[src/rtl/granule_scheduler.sv]
// Back-end decode sequencer: walks gr0/gr1 x ch0/ch1 through requantizer,
// joint-stereo and IMDCT, with overrun, timeout and abort handling.
module granule_scheduler #(
    parameter logic [19:0] TIMEOUT_CYCLES = 20'd100000
) (
    input  logic clk,
    input  logic rst,
    input  logic si_valid_in,
    input  logic mono,
    input  logic ms_en,
    input  logic huff_done,
    input  logic req_done,
    input  logic ms_done,
    input  logic imdct_done,
    output logic req_start,
    output logic ms_start,
    output logic imdct_start,
    output logic gr,
    output logic ch,
    output logic busy,
    output logic frame_done,
    output logic err_overrun,
    output logic err_timeout
);

    typedef enum logic [2:0] {
        IDLE,
        WAIT_HUFF,
        REQ,
        STEREO,
        IMDCT,
        DONE
    } state_t;

    state_t state, state_d;

    logic        mono_q, ms_en_q, pend;
    logic        mono_d, ms_en_d, pend_d;
    logic [19:0] wcnt, wcnt_d;
    logic        gr_d, ch_d, busy_d;
    logic        req_start_d, ms_start_d, imdct_start_d;
    logic        frame_done_d, err_overrun_d, err_timeout_d;
    logic        enter, to_huff, abandon;
    logic        more_ch, tmo, pend_zone;

    assign more_ch   = ~ch & ~mono_q;
    assign tmo       = (wcnt == TIMEOUT_CYCLES - 20'd1);
    assign pend_zone = (state != IDLE) && (state != WAIT_HUFF);

    always_comb begin
        state_d       = state;
        mono_d        = mono_q;
        ms_en_d       = ms_en_q;
        pend_d        = pend;
        gr_d          = gr;
        ch_d          = ch;
        busy_d        = busy;
        req_start_d   = 1'b0;
        ms_start_d    = 1'b0;
        imdct_start_d = 1'b0;
        frame_done_d  = 1'b0;
        err_overrun_d = 1'b0;
        err_timeout_d = 1'b0;
        enter         = 1'b0;
        to_huff       = 1'b0;
        abandon       = 1'b0;

        // Early Huffman completions are remembered one deep
        if (huff_done && pend_zone) begin
            err_overrun_d = pend;
            pend_d        = 1'b1;
        end

        unique case (state)
            IDLE: ;
            WAIT_HUFF: begin
                if (huff_done || pend) begin
                    pend_d      = 1'b0;
                    state_d     = REQ;
                    req_start_d = 1'b1;
                    enter       = 1'b1;
                end else if (tmo) begin
                    abandon = 1'b1;
                end
            end
            REQ: begin
                if (req_done) begin
                    if (more_ch) begin
                        ch_d    = 1'b1;
                        to_huff = 1'b1;
                    end else if (!mono_q && ms_en_q) begin
                        state_d    = STEREO;
                        ms_start_d = 1'b1;
                        enter      = 1'b1;
                    end else begin
                        ch_d          = 1'b0;
                        state_d       = IMDCT;
                        imdct_start_d = 1'b1;
                        enter         = 1'b1;
                    end
                end else if (tmo) begin
                    abandon = 1'b1;
                end
            end
            STEREO: begin
                if (ms_done) begin
                    ch_d          = 1'b0;
                    state_d       = IMDCT;
                    imdct_start_d = 1'b1;
                    enter         = 1'b1;
                end else if (tmo) begin
                    abandon = 1'b1;
                end
            end
            IMDCT: begin
                if (imdct_done) begin
                    if (more_ch) begin
                        ch_d          = 1'b1;
                        imdct_start_d = 1'b1;
                        enter         = 1'b1;
                    end else if (!gr) begin
                        gr_d    = 1'b1;
                        ch_d    = 1'b0;
                        to_huff = 1'b1;
                    end else begin
                        state_d      = DONE;
                        frame_done_d = 1'b1;
                        enter        = 1'b1;
                    end
                end else if (tmo) begin
                    abandon = 1'b1;
                end
            end
            DONE: begin
                state_d = IDLE;
                busy_d  = 1'b0;
                gr_d    = 1'b0;
                ch_d    = 1'b0;
            end
            default: state_d = IDLE;
        endcase

        // A pending completion skips the idle WAIT_HUFF cycle
        if (to_huff) begin
            enter = 1'b1;
            if (pend) begin
                state_d       = REQ;
                req_start_d   = 1'b1;
                pend_d        = huff_done;
                err_overrun_d = 1'b0;
            end else begin
                state_d = WAIT_HUFF;
            end
        end

        if (abandon) begin
            state_d       = IDLE;
            busy_d        = 1'b0;
            gr_d          = 1'b0;
            ch_d          = 1'b0;
            pend_d        = 1'b0;
            err_timeout_d = 1'b1;
        end

        // New side info always (re)starts a frame, silently
        if (si_valid_in) begin
            state_d       = WAIT_HUFF;
            mono_d        = mono;
            ms_en_d       = ms_en;
            gr_d          = 1'b0;
            ch_d          = 1'b0;
            busy_d        = 1'b1;
            pend_d        = 1'b0;
            req_start_d   = 1'b0;
            ms_start_d    = 1'b0;
            imdct_start_d = 1'b0;
            frame_done_d  = 1'b0;
            err_overrun_d = 1'b0;
            err_timeout_d = 1'b0;
            enter         = 1'b1;
        end

        if (enter || state_d == IDLE) begin
            wcnt_d = '0;
        end else begin
            wcnt_d = wcnt + 20'd1;
        end
    end

    always_ff @(posedge clk) begin
        if (rst) begin
            state       <= IDLE;
            mono_q      <= 1'b0;
            ms_en_q     <= 1'b0;
            pend        <= 1'b0;
            wcnt        <= '0;
            gr          <= 1'b0;
            ch          <= 1'b0;
            busy        <= 1'b0;
            req_start   <= 1'b0;
            ms_start    <= 1'b0;
            imdct_start <= 1'b0;
            frame_done  <= 1'b0;
            err_overrun <= 1'b0;
            err_timeout <= 1'b0;
        end else begin
            state       <= state_d;
            mono_q      <= mono_d;
            ms_en_q     <= ms_en_d;
            pend        <= pend_d;
            wcnt        <= wcnt_d;
            gr          <= gr_d;
            ch          <= ch_d;
            busy        <= busy_d;
            req_start   <= req_start_d;
            ms_start    <= ms_start_d;
            imdct_start <= imdct_start_d;
            frame_done  <= frame_done_d;
            err_overrun <= err_overrun_d;
            err_timeout <= err_timeout_d;
        end
    end

endmodule
[config.mk]
export PLATFORM = sky130hd
export DESIGN_NAME = granule_scheduler
export DESIGN_NICKNAME = d
export VERILOG_FILES = /design/src/rtl/granule_scheduler.sv
export SDC_FILE = /design/constraint.sdc
export NUM_CORES = 1
export LEC_CHECK = 0
export CAP_MARGIN = 20
export CELL_PAD_IN_SITES_DETAIL_PLACEMENT = 0
export CELL_PAD_IN_SITES_GLOBAL_PLACEMENT = 2
export CORE_MARGIN = 2
export CORE_UTILIZATION = 39
export CTS_CLUSTER_SIZE = 30
export DETAILED_ROUTE_END_ITERATION = 7
export PLACE_DENSITY_LB_ADDON = 0.1
export SKIP_LAST_GASP = 1
export SLEW_MARGIN = 5
export SYNTH_ARGS = -nofsm -noshare
export SYNTH_HDL_FRONTEND = slang
export SYNTH_SLANG_ARGS = --single-unit
[constraint.sdc]
create_clock -name clk -period 2.8 [get_ports clk]
set_input_delay 0.56 -clock clk [delete_from_list [all_inputs] [get_ports clk]]
set_output_delay 0.56 -clock clk [all_outputs]
set_load 0.02 [all_outputs]
Word level (Yosys, flattened, before mapping) --
Index checks and enable logic that the tools add are counted.
Cells by class: add/subtract/negate cells 1, equality and inequality tests 13, bitwise logic cells 7, muxes and demuxes 67, reductions and logical operators 19
Operator list (number):
- $mux W1 | 48
- $mux W3 | 11
- $add A20 B1 Y20 const B | 1
- $eq A20 B17 Y1 const B | 1
- $pmux W3 S5 | 1
- $pmux W1 S4 | 3
- $reduce_or A5 Y1 | 2
- $ne A2 B2 Y1 const B | 4
- $eq A3 B2 Y1 const B | 2
- $eq A3 B3 Y1 const B | 2
- $logic_not A3 Y1 | 2
- $ne A3 B3 Y1 const B | 2
- $not A1 Y1 | 6
- $reduce_and A6 Y1 | 1
- $reduce_bool A3 Y1 | 2
- $pmux W1 S2 | 2
- $reduce_bool A4 Y1 | 1
- $reduce_or A2 Y1 | 2
- $eq A3 B1 Y1 const B | 1
- $logic_and A1 B1 Y1 | 3
- $ne A3 B1 Y1 const B | 1
- $pmux W1 S3 | 1
- $reduce_and A3 Y1 | 1
- $reduce_or A3 Y1 | 1
- 5 further kinds | 6
Storage, ports and cells: logic and storage cells 121, bits in registers 35, input port bits 9

Logic depth before layout (Yosys ltp) --
Gate-level depths: netlist of the first run.
depth in word-level cells 12, depth in mapped cells 7

Least setup slack after synthesis of the first run --
Ideal clock, no wire load.
kind input -> register, start point input port imdct_done, end point register wcnt[5], setup time 126 ps, cell stages on the path 6, data arrival time 1748 ps, required time 2674 ps, slack 926 ps, path buffers 1, path through or3b_2 > a21oi_1 > o211ai_4 > nand2_4 > buf_6 > a211oi_2
Between the ends: cells in the longest elaborated chain, start to end 8, elaborated cells between the ends (all ways) 16, classes of those cells 13 x mux; 3 x reduce/logical
RTL lines:
- from (decl) | line 14 | input logic imdct_done,
- $mux W3 / $mux W1 (equally long branches) | line 116 | if (imdct_done) begin
- $pmux W3 S5 / $pmux W1 S2 (equally long branches) | line 74 | unique case (state)
- $mux W3 | line 144 | if (to_huff) begin
- $mux W3 | line 156 | if (abandon) begin
- $mux W3 | line 166 | if (si_valid_in) begin
- $logic_not A3 Y1 | line 183 | if (enter || state_d == IDLE) begin
- $logic_or A1 B1 Y1 * | line 183
- $reduce_or A2 Y1 (no source line) *
- to (signal assigned) | line 211 | wcnt <= wcnt_d;
- to (decl) | line 39 | logic [19:0] wcnt, wcnt_d;
Mark *: on every way between the ends. The rest lies on a longest branch, timed or not. A chain may end at the register's enable or synchronous reset.

Final worst setup path of the first run --
start point input port ms_done, end point register state[2]
Between the ends: cells in the longest elaborated chain, start to end 5, elaborated cells between the ends (all ways) 7, classes of those cells 7 x mux
RTL lines:
- from (decl) | line 13 | input logic ms_done,
- $mux W3 | line 106 | if (ms_done) begin
- $pmux W3 S5 | line 74
- $mux W3 | line 144
- $mux W3 * | line 156
- $mux W3 * | line 166
- to (signal assigned) | line 207 | state <= state_d;
- to (decl) | line 35 | state_t state, state_d;
Marked as above.

==> results.sh, run 1 <==
export IMPL_status="complete, no violations"
export IMPL_cts_hold_fix_buffers=0
export IMPL_yosysWarningCount=0
export IMPL_path_cells="clkdlybuf4s50_1 -> nor2b_1 -> o21ba_2 -> o211ai_4 -> nand2_1 -> a2111oi_2"
export IMPL_max_slew_worst_pin_slew_ps=523
export IMPL_cp_data_arrival_time_ps=2420
export IMPL_vias=1630
export IMPL_ctsResizeCount=0
export IMPL_largest_reg_flops=20
export IMPL_fin_nets=230
export IMPL_slew_violations=0
export IMPL_post_route_period_util=0.803
export IMPL_num_antenna_cells=0
export IMPL_antenna_found_initial=0
export IMPL_ir_worst_vdd_uv=204
export IMPL_grtUsageTotal=0.188
export IMPL_drt_iter0_drc=87
export IMPL_ys_flop_type="dfxtp_1"
export IMPL_io_buffers=17
export IMPL_crit_start="ms_done"
export IMPL_ys_ff_latch=35
export IMPL_critPathMaxFanout=6
export IMPL_drive_gt1_frac=0.204
export IMPL_dp_hpwl_um=3470
export IMPL_clockBufferDepth=2
export IMPL_r2r_end="wcnt[14]$_SDFF_PP0_"
export IMPL_grt_max_degree=22
export IMPL_cts_buffers=5
export IMPL_ff2ff_path_depth=5
export IMPL_grt_overflow=0
export IMPL_gp_congestion=0.920
export IMPL_die_height_um=75.0
export IMPL_crit_type="in2reg"
export IMPL_insertion_delay_ps=280
export IMPL_viasPerCell=5.66
export IMPL_cp_slowest_cell="clkdlybuf4s50_1"
export IMPL_cts_sinks=35
export IMPL_worst_slack_ps=552
export IMPL_dp_slack_ps=304
export IMPL_finalSetupViolCount=0
export IMPL_syn_num_nets=212
export IMPL_timing_fmax_mhz=445
export IMPL_die_area_sq_mm=0.00562
export IMPL_core_area_sq_mm=0.00479
export IMPL_skew_ps=5.95
export IMPL_io_pins=18
export IMPL_powerDensity_mw_per_mm2=425
export IMPL_layout_cells_non_filler=288
export IMPL_ant_nets=0
export IMPL_crit_end="state[2]$_SDFF_PP0_"
export IMPL_drcViolationCount=0
export IMPL_maxCapViolations=0
export IMPL_post_synth_instance_area_sq_mm=0.00196
export IMPL_wl_per_cell_um=16.5
export IMPL_root_buffer="clkbuf_8"
export IMPL_leakagePower_nw=0.693
export IMPL_clk_pin_slew_ps=70
export IMPL_cp_required_ps=2970
export IMPL_cts_tree="done"
export IMPL_regToRegSetupSlack_ps=690
export IMPL_synthArstFlopShare=0
export IMPL_yosysUniqueCellTypes=49
export IMPL_rows=25
export IMPL_critPathLaunchType="input pin"
export IMPL_first_pass_iters=4
export IMPL_cp_end_kind="register"
export IMPL_relSlewSlack=0.651
export IMPL_dp_cells=280
export IMPL_critPathBufInv=1
export IMPL_finalPower_mw=0.963
export IMPL_initial_core_util=0.410
export IMPL_syn_to_final_growth_pct=15.2
export IMPL_cts_max_level=2
export IMPL_cp_depth=6
export IMPL_tns_ps=0
export IMPL_syn_inst=202
export IMPL_finalHoldViolations=0
export IMPL_rsz0062_at_grt="no"
export IMPL_synth_edf_count=0
export IMPL_layout_min_cycle_time_ps=2250
export IMPL_grt_pass1_wl_um=7960
export IMPL_ys_seq_area_frac=0.357
export IMPL_reg2reg_from="state[2]$_SDFF_PP0_"
export IMPL_grt_pass1_vias=1609
export IMPL_drt_wl_total_um=4750
export IMPL_top_register="wcnt"
export IMPL_max_stage_delay_ps=620
export IMPL_syn_avg_cell_area_sq_um=9.72
export IMPL_top_regs="wcnt: 20 flops, state: 3 flops"
export IMPL_crit_family="compound AO/OA/AOI/OAI gates"
export IMPL_post_cts_buffers=0
export IMPL_hold_path_class="reg2reg"
export IMPL_die_x_um=75.0
power breakdown:
| part | switching [mW] | internal [mW] |
|---|---|---|
| Combinational | 0.0581 | 0.0371 |
| Clock | 0.180 | 0.174 |
| Sequential | 0.0105 | 0.503 |
worst min-delay path by stage:
stage | start | to | slack, ps | cells past startpoint
final | wcnt[0]$_SDFF_PP0_ | wcnt[0]$_SDFF_PP0_ | 460 | 1
after global routing | wcnt[0]$_SDFF_PP0_ | wcnt[0]$_SDFF_PP0_ | 500 | 1
after CTS | wcnt[0]$_SDFF_PP0_ | wcnt[0]$_SDFF_PP0_ | 460 | 1
after detailed placement | wcnt[0]$_SDFF_PP0_ | wcnt[0]$_SDFF_PP0_ | 450 | 1
after global placement | wcnt[0]$_SDFF_PP0_ | wcnt[0]$_SDFF_PP0_ | 450 | 1
after floorplan | wcnt[0]$_SDFF_PP0_ | wcnt[0]$_SDFF_PP0_ | 430 | 1
worst register-to-register path, stage by stage (launching register included):
cell and delay (ps):
dfxtp_1 630, or3b_2 490, a21oi_1 320, o211ai_4 160, nand2_4 300, a211oi_1 100
final cells by class:
type                       instances  area, sq um
sequential                        35          701
fill                             480         2520
clock buffer                       6         72.6
timing repair buffer              21          200
clock inverter                     2         12.5
inverter                           2         7.51
multi-input combinational        155         1180
tap                               67         83.8
through the flow:
stage          cell area [sq um]   util  hold slack [ps]
2_1_floorplan               1960      -              430
3_3_place_gp                2180  0.455              445
3_5_place_dp                2180  0.455              445
4_1_cts                     2260  0.473              464
5_1_grt                     2260  0.473              497
6_report                    2260  0.473              462
kinds of logic (layout without fill, tap and decap cells):
group,after synthesis,count (layout),synth area share
muxes,2,2,0.0102
adders and majority gates,1,1,0.00637
xor gates and xnor gates,18,18,0.0803
buffers and inverters,12,31,0.0421
AOI/OAI and AO/OA,49,49,0.241
DFF,35,35,0.357
and+or+nand+nor,85,85,0.263
Yosys cell counts, drive strengths merged, types with 2 or more instances:
library cell / n / area (sq um)
nand2b: 3 / 18.8
nor2: 14 / 52.6
dfxtp: 35 / 701
or3b: 2 / 17.5
nor4: 6 / 50.0
nand4: 7 / 43.8
nor3: 11 / 60.1
nor2b: 6 / 37.5
a31oi: 5 / 31.3
buf: 9 / 71.3
nand3: 7 / 35.0
o211ai: 2 / 28.8
and3: 7 / 43.8
or3: 2 / 17.5
nand2: 11 / 48.8
nand3b: 2 / 27.5
o21ai: 6 / 30.0
a211oi: 19 / 233
a21boi: 2 / 15.0
mux2i: 2 / 20.0
a21oi: 7 / 35.0
xnor2: 8 / 70.1
and4: 4 / 35.0
inv: 2 / 7.51
xor2: 10 / 87.6
metal layers:
layer / share of wire / up-vias / global-route usage
li1: - / 801 / -
met1: 0.44 / 807 / 0.232
met2: 0.53 / 14 / 0.329
met3: 0.019 / 8 / 0.0361
met4: 0.015 / 0 / 0.0595
met5: 0 / - / 0
layout by cell type, fill, tap and decap left out, types with 5 or more instances in the layout:
cell type         n
clkdlybuf4s50_1  17
nand4_1           7
nand3_1           7
a21oi_1           7
nor2b_1           6
dfxtp_1          35
nand2_1          10
nor3_1            9
nor2_1           14
a31oi_1           5
xor2_1           10
xnor2_1           8
clkbuf_8          5
and3_1            7
a211oi_2         18
o21ai_0           6
No activity file was read; power rests on OpenSTA's default activity.
==> run 2: changes to the inputs <==
--- a/config.mk
+++ b/config.mk
@@ -9,7 +9,7 @@
 export CELL_PAD_IN_SITES_DETAIL_PLACEMENT = 0
 export CELL_PAD_IN_SITES_GLOBAL_PLACEMENT = 2
 export CORE_MARGIN = 2
-export CORE_UTILIZATION = 39
+export CORE_UTILIZATION = 36
 export CTS_CLUSTER_SIZE = 30
 export DETAILED_ROUTE_END_ITERATION = 7
 export PLACE_DENSITY_LB_ADDON = 0.1
==> constraint.sdc (replaced) <==
create_clock -name clk -period 2.1 [get_ports clk]
set_input_delay 0.42 -clock clk [delete_from_list [all_inputs] [get_ports clk]]
set_output_delay 0.42 -clock clk [all_outputs]
set_load 0.02 [all_outputs]
==> results.sh, run 2 (synthesis gave the netlist of run 1 again) <==
export IMPL_vias=1670
export IMPL_drcViolationCount=0
export IMPL_clockBufferDepth=2
export IMPL_cp_end_kind="register"
export IMPL_cts_buffers=5
export IMPL_final_common_cell="dfxtp_1"
export IMPL_hp_start="wcnt[0]$_SDFF_PP0_"
export IMPL_cp_required_ps=2290
export IMPL_crit_family="simple AND/OR/NAND/NOR gates"
export IMPL_clk_pin_slew_ps=60
export IMPL_top_register="wcnt"
export IMPL_critPathLaunchType="input pin"
export IMPL_dp_hpwl_um=3720
export IMPL_reg2reg_from="state[1]$_SDFF_PP0_"
export IMPL_rows=26
export IMPL_dp_cells=302
export IMPL_grt_pass1_vias=1770
export IMPL_crit_type="in2reg"
export IMPL_cts_tree="done"
export IMPL_dp_slack_ps=-187
export IMPL_cts_sinks=35
export IMPL_cp_slowest_cell="clkdlybuf4s50_1"
export IMPL_die_x_um=77.8
export IMPL_cts_hold_fix_buffers=0
export IMPL_crit_start="req_done"
export IMPL_max_slew_worst_pin_slew_ps=431
export IMPL_post_route_period_util=0.949
export IMPL_initial_core_util=0.380
export IMPL_drive_gt1_frac=0.263
export IMPL_leakagePower_nw=0.802
export IMPL_skew_ps=7.86
export IMPL_slew_violations=0
export IMPL_grt_overflow=0
export IMPL_critPathBufInv=1
export IMPL_syn_to_final_growth_pct=24.4
export IMPL_path_cells="clkdlybuf4s50_1 -> nand4bb_2 -> o32ai_4 -> a31oi_1 -> or3_4 -> a211oi_1"
export IMPL_die_area_sq_mm=0.00606
export IMPL_maxCapViolations=0
export IMPL_io_buffers=17
export IMPL_viasPerCell=5.39
export IMPL_worst_hold_slack_ps=454
export IMPL_wl_per_cell_um=15.8
export IMPL_antenna_found_initial=0
export IMPL_root_buffer="clkbuf_8"
export IMPL_grt_pass1_wl_um=8610
export IMPL_critPathMaxFanout=21
export IMPL_grt_max_degree=22
export IMPL_layout_cells_non_filler=310
export IMPL_fin_area_sq_mm=0.00244
export IMPL_utilization=0.472
export IMPL_rsz0062_at_grt="no"
export IMPL_finalHoldViolations=0
export IMPL_cp_data_arrival_time_ps=2180
export IMPL_tns_ps=0
export IMPL_relSlewSlack=0.709
export IMPL_final_cell_mix="dfxtp_1, buf_4, a211oi_2"
export IMPL_max_stage_delay_ps=530
export IMPL_die_height_um=77.8
export IMPL_largest_reg_flops=20
export IMPL_status="complete, no violations"
export IMPL_cts_max_level=2
export IMPL_drt_iter0_drc=47
export IMPL_grtUsageTotal=0.180
export IMPL_fin_nets=249
export IMPL_worst_slack_ps=108
export IMPL_ir_worst_vdd_uv=191
export IMPL_powerDensity_mw_per_mm2=534
export IMPL_hold_path_class="reg2reg"
export IMPL_gp_congestion=0.898
export IMPL_first_pass_iters=4
export IMPL_drt_wl_total_um=4900
export IMPL_timing_fmax_mhz=502
export IMPL_ant_nets=0
export IMPL_core_area_sq_mm=0.00517
export IMPL_insertion_delay_ps=280
export IMPL_io_pins=18
export IMPL_finalSetupViolCount=0
export IMPL_place_area_sq_mm=0.00236
export IMPL_num_antenna_cells=0
export IMPL_ctsResizeCount=0
export IMPL_top_regs="wcnt: 20 flops, state: 3 flops"
export IMPL_layout_min_cycle_time_ps=1990
export IMPL_post_cts_buffers=0
export IMPL_finalPower_mw=1.30
run 2: changes by cell type in the layout (fill, tap and decap cells not counted):
cell / change
clkbuf_1: +1
buf_12: +3
buf_4: +16
clkinvlp_4: -1
run 2: final cells by class:
type | instances | area [sq um]
flip-flops and latches | 35 | 701
inverters | 2 | 7.51
repair buffers | 40 | 380
clock inverters | 1 | 5.00
clock buffers | 7 | 76.3
multi-input cells | 155 | 1180
fillers | 506 | 2730
well taps | 70 | 87.6
run 2: worst paths after layout:
kind | endpoint | slack [ps] | cells past startpoint
min reg2reg | wcnt[0]$_SDFF_PP0_ | 450 | 1
max | wcnt[14]$_SDFF_PP0_ | 110 | 6
max reg2reg | wcnt[14]$_SDFF_PP0_ | 150 | 6
min | wcnt[0]$_SDFF_PP0_ | 450 | 1
run 2: routing by layer:
layer  part of all wire  global-route usage  vias up
met3              0.022              0.0349        8
met4              0.019              0.0589        0
met2               0.53               0.323       21
li1                   -                   -      830
met1               0.43               0.214      811
met5                  0                   0        -
run 2: report_power, final:
| group | leakage (nW) | total (mW) | internal (mW) | switching [mW] |
|---|---|---|---|---|
| Combinational | 0.477 | 0.160 | 0.0718 | 0.0885 |
| Sequential | 0.283 | 0.679 | 0.671 | 0.00829 |
| Clock | 0.0422 | 0.465 | 0.233 | 0.233 |
==> run 3: changes to the inputs <==
--- a/config.mk
+++ b/config.mk
@@ -8,7 +8,6 @@
 export CAP_MARGIN = 20
 export CELL_PAD_IN_SITES_DETAIL_PLACEMENT = 0
 export CELL_PAD_IN_SITES_GLOBAL_PLACEMENT = 2
-export CORE_MARGIN = 2
 export CORE_UTILIZATION = 36
 export CTS_CLUSTER_SIZE = 30
 export DETAILED_ROUTE_END_ITERATION = 7
==> results.sh, run 3 (synthesis gave the netlist of run 1 again) <==
export IMPL_status="complete, no violations"
export IMPL_grtUsageTotal=0.192
export IMPL_relSlewSlack=0.689
export IMPL_clk_pin_slew_ps=70
export IMPL_clockBufferDepth=2
export IMPL_skew_ps=5.68
export IMPL_die_area_sq_mm=0.00575
export IMPL_top_regs="wcnt: 20 flops, state: 3 flops"
export IMPL_io_buffers=17
export IMPL_top_register="wcnt"
export IMPL_leakagePower_nw=0.798
export IMPL_fin_area_sq_mm=0.00244
export IMPL_cp_required_ps=2300
export IMPL_finalPower_mw=1.33
export IMPL_powerDensity_mw_per_mm2=545
export IMPL_die_height_um=75.8
export IMPL_die_x_um=75.8
export IMPL_grt_overflow=0
export IMPL_rows=26
export IMPL_core_area_sq_mm=0.00517
export IMPL_cts_hold_fix_buffers=0
export IMPL_cts_sinks=35
export IMPL_cts_tree="done"
export IMPL_hold_path_class="reg2reg"
export IMPL_drt_iter0_drc=53
export IMPL_drive_gt1_frac=0.268
export IMPL_vias=1610
export IMPL_dp_slack_ps=-195
export IMPL_cp_data_arrival_time_ps=2210
export IMPL_dp_hpwl_um=3700
export IMPL_final_common_cell="dfxtp_1"
export IMPL_final_cell_mix="dfxtp_1, buf_4, a211oi_2"
export IMPL_finalSetupViolCount=0
export IMPL_worst_slack_ps=92.5
export IMPL_first_pass_iters=4
export IMPL_drt_wl_total_um=4900
export IMPL_syn_to_final_growth_pct=24.3
export IMPL_grt_pass1_vias=1674
export IMPL_grt_pass1_wl_um=8050
export IMPL_slew_violations=0
export IMPL_crit_type="in2reg"
export IMPL_root_buffer="clkbuf_8"
export IMPL_maxCapViolations=0
export IMPL_viasPerCell=5.21
export IMPL_critPathMaxFanout=21
export IMPL_place_area_sq_mm=0.00235
export IMPL_gp_congestion=0.939
export IMPL_grt_max_degree=22
export IMPL_ir_worst_vdd_uv=226
export IMPL_timing_fmax_mhz=498
export IMPL_antenna_found_initial=0
export IMPL_layout_cells_non_filler=309
export IMPL_cp_end_kind="register"
export IMPL_wl_per_cell_um=15.8
export IMPL_finalHoldViolations=0
export IMPL_layout_min_cycle_time_ps=2010
export IMPL_cts_max_level=2
export IMPL_ctsResizeCount=0
export IMPL_largest_reg_flops=20
export IMPL_critPathLaunchType="input pin"
export IMPL_post_cts_buffers=0
export IMPL_cts_buffers=5
export IMPL_io_pins=18
export IMPL_insertion_delay_ps=290
export IMPL_fin_nets=248
export IMPL_max_slew_worst_pin_slew_ps=463
export IMPL_drcViolationCount=0
export IMPL_initial_core_util=0.380
export IMPL_post_route_period_util=0.956
export IMPL_ant_nets=0
export IMPL_rsz0062_at_grt="no"
export IMPL_num_antenna_cells=0
export IMPL_dp_cells=301
run 3: cell count changes in the layout (fill, tap and decap cells not counted):
cell        previous run  this run
dfxtp_2                0         1
buf_4                 20        19
clkinvlp_4             0         1
dfxtp_1               35        34
clkbuf_1               2         1
run 3: area by class of cell:
cell class	instances	area, sq um
Fill cell	479	2730
Multi-Input combinational cell	155	1180
Sequential cell	35	702
Timing Repair Buffer	39	373
Tap cell	70	87.6
Clock buffer	6	72.6
Clock inverter	2	12.5
Inverter	2	7.51
run 3: stage by stage:
stage,util,setup TNS (ps),hold WS [ps]
global route,0.472,0,472
detailed placement,0.455,-3620,449
finish,0.472,0,458
global placement,0.455,-2490,444
CTS,0.471,0,458
floorplan,-,0,430
run 3: report_power, final:
| group | switching, mW | total (mW) | internal [mW] |
|---|---|---|---|
| combinational | 0.0885 | 0.160 | 0.0718 |
| clock | 0.257 | 0.489 | 0.232 |
| sequential | 0.00850 | 0.679 | 0.671 |
| total | 0.354 | 1.33 | 0.974 |
run 3: final timing paths:
check                 startpoint                   to  slack (ps)  cells past startpoint
max reg2reg  state[2]$_SDFF_PP0_  wcnt[14]$_SDFF_PP0_         110                      5
max                     req_done  wcnt[14]$_SDFF_PP0_          90                      6
min           wcnt[0]$_SDFF_PP0_   wcnt[0]$_SDFF_PP0_         460                      1
min reg2reg   wcnt[0]$_SDFF_PP0_   wcnt[0]$_SDFF_PP0_         460                      1
run 3: worst max-delay path, stage by stage:
cell,delay [ps]
clkdlybuf4s50_1,540
nand4bb_2,220
o32ai_4,180
a31oi_1,70
or3_4,510
a211oi_1,270
run 3: metal layers:
layer / vias up / part of all wire / global-route usage
li1: 832 / - / -
met1: 747 / 0.44 / 0.222
met2: 21 / 0.51 / 0.341
met3: 10 / 0.022 / 0.0370
met4: 0 / 0.023 / 0.0885
met5: - / 0 / 0
==> variant, RTL diff (flow settings as in run 3) <==
Register the input `mono` before use, without a reset. The logic sees it one clock later. The other inputs are not delayed to match.
--- a/src/rtl/granule_scheduler.sv
+++ b/src/rtl/granule_scheduler.sv
@@ -34,2 +34,8 @@
 
+    logic mono_r;
+
+    always_ff @(posedge clk) begin
+        mono_r <= mono;
+    end
+
     state_t state, state_d;
@@ -167,3 +173,3 @@
             state_d       = WAIT_HUFF;
-            mono_d        = mono;
+            mono_d        = mono_r;
             ms_en_d       = ms_en;
Formal check against the unedited RTL: not equivalent (Yosys sat finds a counterexample within 4 cycles, from zero or initial values and one cycle with rst high).
==> variant against run 3 <==
  * Fmax shrank 1.3%
  * Largest cell class unchanged
  * First-iteration DRC count grew 74%
  * Synthesized cell count shrank 2.0%
  * Total power grew 1.9%
  * Global-route usage shrank 0.73 points
  * Die area shrank 2.9%
  * Setup slack lost 0.026 ns
  * Routed wire length shrank 5.0%
  * Design area shrank 0.92%
  * Critical path type unchanged
  * Largest power group unchanged
  * Non-clock buffer count grew 3
  * Area after synthesis shrank 2.9%
  * Sequential cell count grew 1
  * Clock skew is essentially flat
==> variant: results (changes against run 3) <==
* Status: finished clean
* Top delay family on crit path: compound AO/OA/AOI/OAI gates
* Iter 0 DRT Violations at 92 (+74%)
* Nets at 247 (-0.40%)
* GRT Total Usage at 18.47% (-0.73 points)
* Clock skew at 0.006024 ns (+0.0003443 ns)
* Critical path arrival at 2.20 ns
* Async set-reset flop share out of synthesis at 0% (unchanged)
* Hold crit path type: reg -> reg
* Cells after Synth at 198 (-2.0%)
* Cell Count, Final, Fillers Out at 308 (-0.32%)
* Post-Place Cell Area at 0.002323 sq mm (-1.3%)
* WL/cell at 15.10 um (-4.7%)
* Max incr delay on CP at 0.43 ns (-0.11 ns)
* Vias post-DR at 1659 (+3.0%)
* Top area cells in the synthesized netlist: dfxtp_1 (38%), a211oi_2 (12%), xor2_1 (5.1%)
* Vias in the first global route at 1582 (-5.5%)
* Placed Cells at 300 (-0.33%)
* Syn nets at 208 (-1.9%)
* Worst VDD drop at 0.0003311 V (+47%)
* P_leak at 0.7976 nW (about the same)
* # diodes at 0 (unchanged)
* Yosys cell types at 47 (-4.1%)
* # fillers at 512 (+6.9%)
* Max transition margin at 62.64% (-6.2 points)
* GPL Wtd Cong at 0.9031 (-3.8%)
* Seq/Total Area, Yosys at 37.82% (+2.1 points)
* First-pass GRT wire length at 7783 um (-3.3%)
* Max clock buf depth at 2 (unchanged)
* # setup viols final at 0 (unchanged)
* Share of cells above drive strength 1 at 25.63% (-1.1 points)
* DPL Wire Length at 3487 um (-5.6%)
* Top cells by count, synth: dfxtp_1 (36), a211oi_2 (19), nor2_1 (18)
[variant: logic make-up (layout without fill, tap and decap cells)]
logic type,after synthesis,after routing,synth area share (%)
xor gates and xnor gates,18,18,8.273
DFF,36,36,37.82
muxes,2,2,1.051
buffers and inverters,16,56,4.924
and+or+nand+nor,75,75,21.93
AOI/OAI and AO/OA,50,50,25.35
adders and majority gates,1,1,0.6565
[variant: worst reg2reg max path, stage by stage, from the launching register on]
cell and delay, ns:
dfxtp_1 0.37, o21ba_1 0.23, a211o_1 0.31, a22oi_1 0.31, o221ai_2 0.18, buf_12 0.20, a211oi_2 0.24
[variant: per-layer routing]
layer	GRT usage [%]	wire (um)	vias to the layer above
met3	3.614	209	2
met5	0	0	-
met1	26.56	2273	807
li1	-	-	812
met4	4.403	22	0
met2	28.43	2147	38
[variant: metrics by stage]
| stage | utilization, % | power (mW) | setup slack [ns] | hold WS [ns] |
|---|---|---|---|---|
| finish | 47.33 | 1.354 | 0.06600 | 0.4617 |
| CTS | 47.16 | 1.371 | 0.07392 | 0.4663 |
| global route | 47.33 | 1.413 | 0.0009801 | 0.4868 |
| global placement | 45.49 | 0.8784 | -0.1588 | 0.4434 |
| detailed placement | 45.49 | 0.8824 | -0.2079 | 0.4498 |
| floorplan | - | 0.8123 | 0.3063 | 0.4302 |
[variant: path summary, 6_finish.rpt]
check,cells past startpoint,slack [ns],end,from
min reg2reg,1,0.46,wcnt[0],wcnt[0]
max,7,0.07,wcnt[5],huff_done
max reg2reg,6,0.16,wcnt[5],mono_q
min,1,0.46,wcnt[0],wcnt[0]
[variant: layout make-up]
type	count	area (sq um)	share of cell area, %
multi-input cells	146	1104	45.65
flip-flops and latches	36	723.2	29.92
repair buffers	42	395.4	16.36
well taps	70	87.58	3.623
clock buffers	7	76.32	3.157
inverters	6	22.52	0.9317
clock inverters	1	8.758	0.3623
[variant: report_power, final]
part           internal (mW)  leakage [nW]  switching, mW  total (mW)
Combinational         0.0748         0.463         0.0903       0.165
Clock                  0.237        0.0424          0.250       0.488
Sequential             0.691         0.293         0.0100       0.701
Total                   1.00         0.798          0.351        1.35
